<file path="src/rtl/game_pkg.sv">
// Shared game definitions: FSM state encoding, score ceiling and multiplier codes.
// Also holds the streak-to-multiplier mapping used by the score tracker.
package game_pkg;

   typedef enum logic [1:0] {
      IDLE = 2'd0,
      PLAY = 2'd1,
      OVER = 2'd2
   } state_t;

   localparam int MAX_SCORE = 99;

   localparam logic [1:0] MULT_1 = 2'd1;
   localparam logic [1:0] MULT_2 = 2'd2;
   localparam logic [1:0] MULT_3 = 2'd3;

   function automatic logic [1:0] mult_for_streak(
      input logic [2:0] streak,
      input logic [2:0] streak2,
      input logic [2:0] streak3
   );
      if (streak >= streak3) begin
         return MULT_3;
      end else if (streak >= streak2) begin
         return MULT_2;
      end
      return MULT_1;
   endfunction

endpackage

</file>
<file path="src/rtl/score_tracker_edge_detect.sv">
// Rising-edge pulse generator for a debounced button level.
// The history flop resets high so a button held through reset never produces a pulse.
module edge_detect
#(
   parameter logic RESET_VAL = 1'b1
)(
   input  logic clk,
   input  logic rst_n,
   input  logic level,
   output logic pulse
);

   logic level_q;
   logic level_d;

   always_comb begin
      level_d = level;
   end

   always_ff @(posedge clk or negedge rst_n) begin
      if (!rst_n) begin
         level_q <= RESET_VAL;
      end else begin
         level_q <= level_d;
      end
   end

   assign pulse = level & ~level_q;

endmodule

</file>
<file path="src/rtl/score_tracker.sv">
// Per-game score, streak multiplier and lives tracker feeding the high-score stage.
// All outputs are registered; each reacts on the clock edge after the causing pulse.
module score_tracker
   import game_pkg::*;
#(
   parameter int BASE_POINTS = 4,
   parameter int MAX_SCORE   = game_pkg::MAX_SCORE,
   parameter int START_LIVES = 3,
   parameter int STREAK2     = 2,
   parameter int STREAK3     = 4
)(
   input  logic       Clk,
   input  logic       Rst,
   input  logic       Start,
   input  logic       Defused,
   input  logic       Exploded,
   input  logic [3:0] TimeLeft,
   output logic [7:0] PlayerScore,
   output logic [1:0] Multiplier,
   output logic [2:0] Lives,
   output logic       Playing,
   output logic       GameOver
);

   state_t     state_q, state_d;
   logic [7:0] score_q, score_d;
   logic [1:0] mult_q, mult_d;
   logic [2:0] lives_q, lives_d;
   logic [2:0] streak_q, streak_d;
   logic       playing_q, playing_d;
   logic       game_over_q, game_over_d;
   logic       start_edge;
   logic [8:0] sum9;

   edge_detect #(
      .RESET_VAL (1'b1)
   ) u_start_edge (
      .clk   (Clk),
      .rst_n (Rst),
      .level (Start),
      .pulse (start_edge)
   );

   // Exploded takes priority over Defused; the 9-bit sum saturates before truncation.
   always_comb begin
      state_d  = state_q;
      score_d  = score_q;
      mult_d   = mult_q;
      lives_d  = lives_q;
      streak_d = streak_q;
      sum9     = 9'(score_q) + 9'(BASE_POINTS) + 9'(TimeLeft);

      case (state_q)
         IDLE, OVER: begin
            if (start_edge) begin
               state_d  = PLAY;
               lives_d  = 3'(START_LIVES);
               score_d  = 8'd0;
               streak_d = 3'd0;
               mult_d   = MULT_1;
            end
         end
         PLAY: begin
            if (Exploded) begin
               streak_d = 3'd0;
               mult_d   = MULT_1;
               lives_d  = lives_q - 3'd1;
               if (lives_q == 3'd1) begin
                  state_d = OVER;
               end
            end else if (Defused) begin
               if (sum9 > 9'(MAX_SCORE)) begin
                  score_d = 8'(MAX_SCORE);
               end else begin
                  score_d = sum9[7:0];
               end
               if (streak_q >= 3'(STREAK3)) begin
                  streak_d = 3'(STREAK3);
               end else begin
                  streak_d = streak_q + 3'd1;
               end
               mult_d = mult_for_streak(streak_d, 3'(STREAK2), 3'(STREAK3));
            end
         end
         default: begin
            state_d = IDLE;
         end
      endcase

      playing_d   = (state_d == PLAY);
      game_over_d = (state_d == OVER);
   end

   always_ff @(posedge Clk or negedge Rst) begin
      if (!Rst) begin
         state_q     <= IDLE;
         score_q     <= 8'd0;
         mult_q      <= MULT_1;
         lives_q     <= 3'd0;
         streak_q    <= 3'd0;
         playing_q   <= 1'b0;
         game_over_q <= 1'b0;
      end else begin
         state_q     <= state_d;
         score_q     <= score_d;
         mult_q      <= mult_d;
         lives_q     <= lives_d;
         streak_q    <= streak_d;
         playing_q   <= playing_d;
         game_over_q <= game_over_d;
      end
   end

   assign PlayerScore = score_q;
   assign Multiplier  = mult_q;
   assign Lives       = lives_q;
   assign Playing     = playing_q;
   assign GameOver    = game_over_q;

endmodule
</file>
<file path="config.mk">
export PLATFORM = sky130hd
export DESIGN_NAME = score_tracker
export DESIGN_NICKNAME = d
export VERILOG_FILES = /design/src/rtl/game_pkg.sv /design/src/rtl/score_tracker_edge_detect.sv /design/src/rtl/score_tracker.sv
export SDC_FILE = /design/constraint.sdc
export NUM_CORES = 1
export LEC_CHECK = 0
export CORE_MARGIN = 3
export CORE_UTILIZATION = 55
export CTS_CLUSTER_SIZE = 25
export DETAILED_ROUTE_END_ITERATION = 10
export PLACE_DENSITY = 0.84
export RECOVER_POWER = 25
export SETUP_SLACK_MARGIN = 0.4
export SKIP_LAST_GASP = 1
export SYNTH_ARGS = -nofsm -noshare
export SYNTH_HDL_FRONTEND = slang
export SYNTH_HIERARCHICAL = 1
export SYNTH_SLANG_ARGS = --single-unit
</file>
<file path="constraint.sdc">
create_clock -name Clk -period 4.7 [get_ports Clk]
set_input_delay 0.705 -clock Clk [delete_from_list [all_inputs] [get_ports Clk]]
set_output_delay 0.705 -clock Clk [all_outputs]
set_load 0.05 [all_outputs]
</file>
==> results of run 1 <==
## layout make-up
type	instances	area, um^2	area share
Timing Repair Buffer	23	230	0.151
Clock inverter	1	5.00	0.00328
Multi-Input combinational cell	95	663	0.434
Tap cell	27	33.8	0.0221
Sequential cell	21	528	0.346
Inverter	12	45.0	0.0295
Clock buffer	3	22.5	0.0147
## power groups by stage
| stage | clock network, uW | registers, uW | logic, uW |
|---|---|---|---|
| floorplan | 0 | 453 | 246 |
| global placement | 0 | 296 | 542 |
| detailed placement | 0 | 300 | 553 |
| CTS | 94.1 | 297 | 555 |
| global route | 99.0 | 308 | 601 |
| finish | 90.9 | 297 | 551 |
## worst max-delay path, stage by stage
cell and delay, ps:
clkdlybuf4s50_1 400, ha_1 290, ha_1 230, fa_1 430, a21oi_1 170, nor2b_1 70, o31ai_1 270, nor2_1 170
o31a_1 310
## how the worst max path moves through the flow
stage / startpoint / to / slack (ps) / cells after the start
final: TimeLeft[1] / PlayerScore[1] / 1870 / 9
after global routing: TimeLeft[1] / PlayerScore[4] / 1700 / 9
after CTS: TimeLeft[2] / PlayerScore[1] / 1890 / 10
after detailed placement: TimeLeft[2] / PlayerScore[1] / 1540 / 10
after global placement: TimeLeft[2] / PlayerScore[0] / 1600 / 10
after floorplan: TimeLeft[1] / PlayerScore[0] / 2120 / 8
## sequential cells by signal, summed over array words and instances (netlist names)
name                  count
Lives                     3
Playing                   1
PlayerScore               8
u_start_edge/level_q      1
GameOver                  1
Multiplier                2
state_q                   2
streak_q                  3
## Yosys cell counts, drive strengths merged, types with 4 or more instances
library cell  number
dfrtp             19
inv               12
a21o               5
a21oi              4
ha                12
o31ai              4
nor2              10
nand2             17
o21ai              7
nand2b             4
## logic make-up after synthesis
group,share of synthesized area
XOR/XNOR,0.0346
buffers and inverters,0.0534
multiplexers,0.00889
adder cells (fa/ha/maj),0.134
flip-flops,0.417
AO/OA/AOI/OAI,0.177
AND/OR/NAND/NOR,0.175
## stage by stage
step           instance area, um^2  setup WS [ps]   util  std cells
2_1_floorplan                 1270           2120      -        130
3_3_place_gp                  1510           1600  0.731        178
3_5_place_dp                  1510           1540  0.731        178
4_1_cts                       1540           1890  0.745        182
5_1_grt                       1530           1700  0.741        182
6_report                      1530           1870  0.741        182
## layer usage
metal  part of all wire  vias up  track usage
met3              0.054        5       0.0471
met1               0.43      450        0.250
met4              0.018        0        0.108
li1                   -      500            -
met2               0.50       27        0.355
met5                  0        -            0
==> impl_metrics.env, run 1 <==
export IMPL_outcome="complete, no violations"
export IMPL_antenna_found_initial=0
export IMPL_firstDrtPassIters=4
export IMPL_dp_hpwl_mm=1.94
export IMPL_p_leak_uw=0.000759
export IMPL_syn_area_mm2=0.00127
export IMPL_die_w_um=54.0
export IMPL_yosys_register_bits=21
export IMPL_post_cts_resized_instances=0
export IMPL_rows=16
export IMPL_grt_use_total=0.211
export IMPL_p_clk_frac=0.097
export IMPL_hold_buffers=0
export IMPL_ir_drop_mv=0.427
export IMPL_synth_edf_count=0
export IMPL_ff2ff_path_depth=8
export IMPL_seqPwrFrac=0.316
export IMPL_clk_latency_ps=310
export IMPL_grt_first_pass_wirelength_mm=4.38
export IMPL_skew_ps=2.27
export IMPL_initial_utilization=0.614
export IMPL_yosys_top_cells_area="dfrtp_1 (38%), ha_1 (12%), nand2_1 (5.0%)"
export IMPL_ys_warn_count=6
export IMPL_drt_iter0_drc=21
export IMPL_postCtsSetupBuffers=0
export IMPL_netSwitchingFraction=0.486
export IMPL_drcViolationCount=0
export IMPL_grt_pass1_vias=1023
export IMPL_worst_pin_slew_ps=935
export IMPL_finalCriticalPeriod_ps=2830
export IMPL_hold_start="Multiplier[0]"
export IMPL_core_mm2=0.00206
export IMPL_synth_seq_area_share=0.417
export IMPL_intPower_uw=483
export IMPL_post_drt_via_cell_ratio=5.40
export IMPL_finalHoldViolations=0
export IMPL_yosysUniqueCellTypes=37
export IMPL_grt_overflow=0
export IMPL_maxSlewHeadroom=0.374
export IMPL_yosys_area_top_type="dfrtp_1"
export IMPL_drive_gt1_frac=0.0581
export IMPL_cts_root_buf="clkbuf_4"
export IMPL_p_per_area_mw_per_mm2=614
export IMPL_clock_sinks=21
export IMPL_synthesis_nets=152
export IMPL_period_share=0.602
export IMPL_areaGrowthSynthToFinish_pct=20.7
export IMPL_cts_tree="yes"
export IMPL_r2r_slack_ps=2250
export IMPL_arrival_ps=3040
export IMPL_io_buffers=23
export IMPL_gp_congestion=0.991
export IMPL_grt_max_degree=22
export IMPL_fillers=156
export IMPL_crit_fanout=5
export IMPL_synth_ff_type="dfrtp_1"
export IMPL_ys_async_sr_fraction=1.00
export IMPL_io_pins=24
export IMPL_drv_slew=0
export IMPL_syn_avg_cell_area_um2=9.74
export IMPL_hold_slack_ps=469
export IMPL_regToRegEndpoint="PlayerScore[1]"
export IMPL_synth_top_area_frac=0.375
export IMPL_antenna_left=0
export IMPL_r2r_start="PlayerScore[1]"
export IMPL_power_switching_uw=456
export IMPL_synth_cells=130
export IMPL_die_area_mm2=0.00291
export IMPL_clk_pin_slew_ps=120
export IMPL_numCtsBuffers=3
export IMPL_hold_depth=2
export IMPL_vias=982
export IMPL_cts_buffer_depth=2
export IMPL_criticalPathCategory="input pin to flop"
export IMPL_cp_start_kind="input pin"
export IMPL_fin_total_pwr_uw=939
export IMPL_critPathRequiredTime_ps=4910
export IMPL_cap_violations=0
export IMPL_drt_wl_total_mm=2.50
export IMPL_nets=178
export IMPL_clock_fmax_mhz=354
export IMPL_die_y_um=54.0
export IMPL_power_share_combinational=0.587
export IMPL_finalSetupTns_ps=0
export IMPL_final_common_cell="clkdlybuf4s50_1"
export IMPL_wl_per_cell_um=13.7
export IMPL_layout_common_cells="clkdlybuf4s50_1 (21), dfrtp_1 (19), nand2_1 (17)"
export IMPL_hold_end="Multiplier[0]"
export IMPL_rsz0062_at_grt="no"
export IMPL_n_antenna_cell=0
export IMPL_hp_class="flop to flop"
export IMPL_setup_violations=0
export IMPL_htreeDepth=1
export IMPL_end_kind="flop"
Power figures use the tool's default switching activity.
==> inputs of run 2 (changes only) <==
- CORE_UTILIZATION: 55 -> 51
- PLACE_DENSITY: 0.84 -> 0.78
- clock period: 4.7 -> 2.7 ns (I/O delays scaled with it)
==> run 2 against run 1 <==
Sequential power is 78% higher. Non-clock buffer count rose by 5. Cell area grew 10%. Global-route usage fell by 2.9 points.
==> impl_metrics.env, run 2 (same netlist as run 1, synthesis figures left out) <==
export IMPL_antenna_found_initial=0
export IMPL_arrival_ps=2440
export IMPL_regToRegEndpoint="PlayerScore[1]"
export IMPL_cts_root_buf="clkbuf_4"
export IMPL_critPathRequiredTime_ps=2890
export IMPL_top_layer="met4"
export IMPL_finalCriticalPeriod_ps=2250
export IMPL_maxSlewHeadroom=0.278
export IMPL_drive_gt1_frac=0.213
export IMPL_gp_congestion=0.775
export IMPL_power_switching_uw=856
export IMPL_dr_wl_met2_mm=1.41
export IMPL_firstDrtPassIters=4
export IMPL_grt_use_total=0.182
export IMPL_hp_class="flop to flop"
export IMPL_final_cell_area_mm2=0.00168
export IMPL_initial_utilization=0.556
export IMPL_p_per_area_mw_per_mm2=1070
export IMPL_die_w_um=55.8
export IMPL_cp_start_kind="flop"
export IMPL_seqPwrFrac=0.292
export IMPL_r2r_slack_ps=450
export IMPL_areaGrowthSynthToFinish_pct=32.7
export IMPL_post_drt_via_cell_ratio=5.55
export IMPL_ff2ff_path_depth=6
export IMPL_period_share=0.835
export IMPL_hold_slack_ps=475
export IMPL_finalCoreUtilization=0.738
export IMPL_vias=1043
export IMPL_intPower_uw=949
export IMPL_cts_tree="yes"
export IMPL_hold_depth=2
export IMPL_grt_max_degree=22
export IMPL_drcViolationCount=0
export IMPL_rows=17
export IMPL_clock_sinks=21
export IMPL_final_common_cell="clkdlybuf4s50_1"
export IMPL_dp_hpwl_mm=1.99
export IMPL_clk_pin_slew_ps=120
export IMPL_n_antenna_cell=0
export IMPL_skew_ps=6.12
export IMPL_r2r_start="PlayerScore[1]"
export IMPL_wl_per_cell_um=14.1
export IMPL_antenna_left=0
export IMPL_worst_pin_slew_ps=1080
export IMPL_criticalPathCategory="flop to flop"
export IMPL_rsz0062_at_grt="yes"
export IMPL_die_area_mm2=0.00312
export IMPL_end_kind="flop"
export IMPL_die_y_um=55.8
export IMPL_core_mm2=0.00228
export IMPL_io_pins=24
export IMPL_clock_fmax_mhz=444
export IMPL_drt_iter0_drc=25
export IMPL_wl_met1_mm=1.12
export IMPL_placed_area_mm2=0.00158
export IMPL_clk_latency_ps=300
export IMPL_netSwitchingFraction=0.474
export IMPL_layout_common_cells="clkdlybuf4s50_1 (18), nand2_1 (17), dfrtp_1 (15)"
export IMPL_p_clk_frac=0.082
export IMPL_ir_drop_mv=0.767
export IMPL_cap_violations=0
export IMPL_finalSetupTns_ps=0
export IMPL_io_buffers=23
export IMPL_grt_overflow=0
export IMPL_hold_start="Multiplier[0]"
export IMPL_nets=183
export IMPL_outcome="complete, no violations"
export IMPL_hold_buffers=0
export IMPL_grt_first_pass_wirelength_mm=4.62
export IMPL_largest_reg_flops=8
export IMPL_power_share_combinational=0.626
export IMPL_htreeDepth=1
export IMPL_cts_buffer_depth=2
export IMPL_numCtsBuffers=3
export IMPL_crit_fanout=5
export IMPL_grt_pass1_vias=1118
export IMPL_hold_end="Multiplier[0]"
export IMPL_route_met3_wl_um=96
export IMPL_drv_slew=0
export IMPL_fin_total_pwr_uw=1810
export IMPL_p_leak_uw=0.000785
export IMPL_setup_violations=0
export IMPL_drt_wl_total_mm=2.66
export IMPL_finalHoldViolations=0
==> run 2: cell types whose count changed in the layout (fill, tap and decap cells not counted), sizes merged <==
cell / change
buf: +4
clkbuf: +2
clkdlybuf4s50: -3
clkinv: -1
dlygate4sd2: +2
dlymetal6s2s: +1
==> run 2: worst max path at each step <==
stage	to	cells after the start	from	slack, ps
final	PlayerScore[1]	6	PlayerScore[1]	450
after global routing	PlayerScore[3]	8	PlayerScore[1]	360
after CTS	PlayerScore[1]	7	TimeLeft[0]	420
after detailed placement	PlayerScore[1]	10	TimeLeft[2]	-40
after global placement	PlayerScore[1]	10	TimeLeft[2]	-10
after floorplan	PlayerScore[0]	9	PlayerScore[2]	400
==> run 2: area by class of cell <==
class	instances	area, um^2
flip-flops and latches	21	533
fillers	168	596
well taps	28	35.0
repair buffers	28	264
inverters	12	47.5
multi-input cells	95	774
clock buffers	4	26.3
==> run 2: critical path, cell delays in order, from the launching register on <==
cell	delay (ps)
dfrtp_2	450
ha_4	250
ha_4	160
fa_2	430
xor2_2	180
o311a_4	380
o31a_1	300
==> run 2: timing repair <==
item                       in CTS  in global routing
setup buffers                   2                  1
gates resized for setup         6                  7
setup endpoints to repair       5                  5
pin swaps                       8                  4
==> run 2: power by group through the flow <==
stage	Combinational, uW	Clock (uW)	Sequential (uW)
after floorplan	469	0	798
after global placement	993	0	530
after detailed placement	1020	0	538
after CTS	1090	152	533
after global routing	1220	165	548
final	1130	148	528
==> run 2: layer usage <==
metal,global-route usage,up-vias
met5,0,-
met4,0.0678,0
met3,0.0325,4
met2,0.343,27
met1,0.201,502
li1,-,510
==> run 2: through the flow <==
| step | setup slack, ps | instances |
|---|---|---|
| floorplan | 400 | 130 |
| global placement | -10.3 | 181 |
| detailed placement | -37.3 | 181 |
| CTS | 422 | 187 |
| global route | 362 | 188 |
| finish | 445 | 188 |
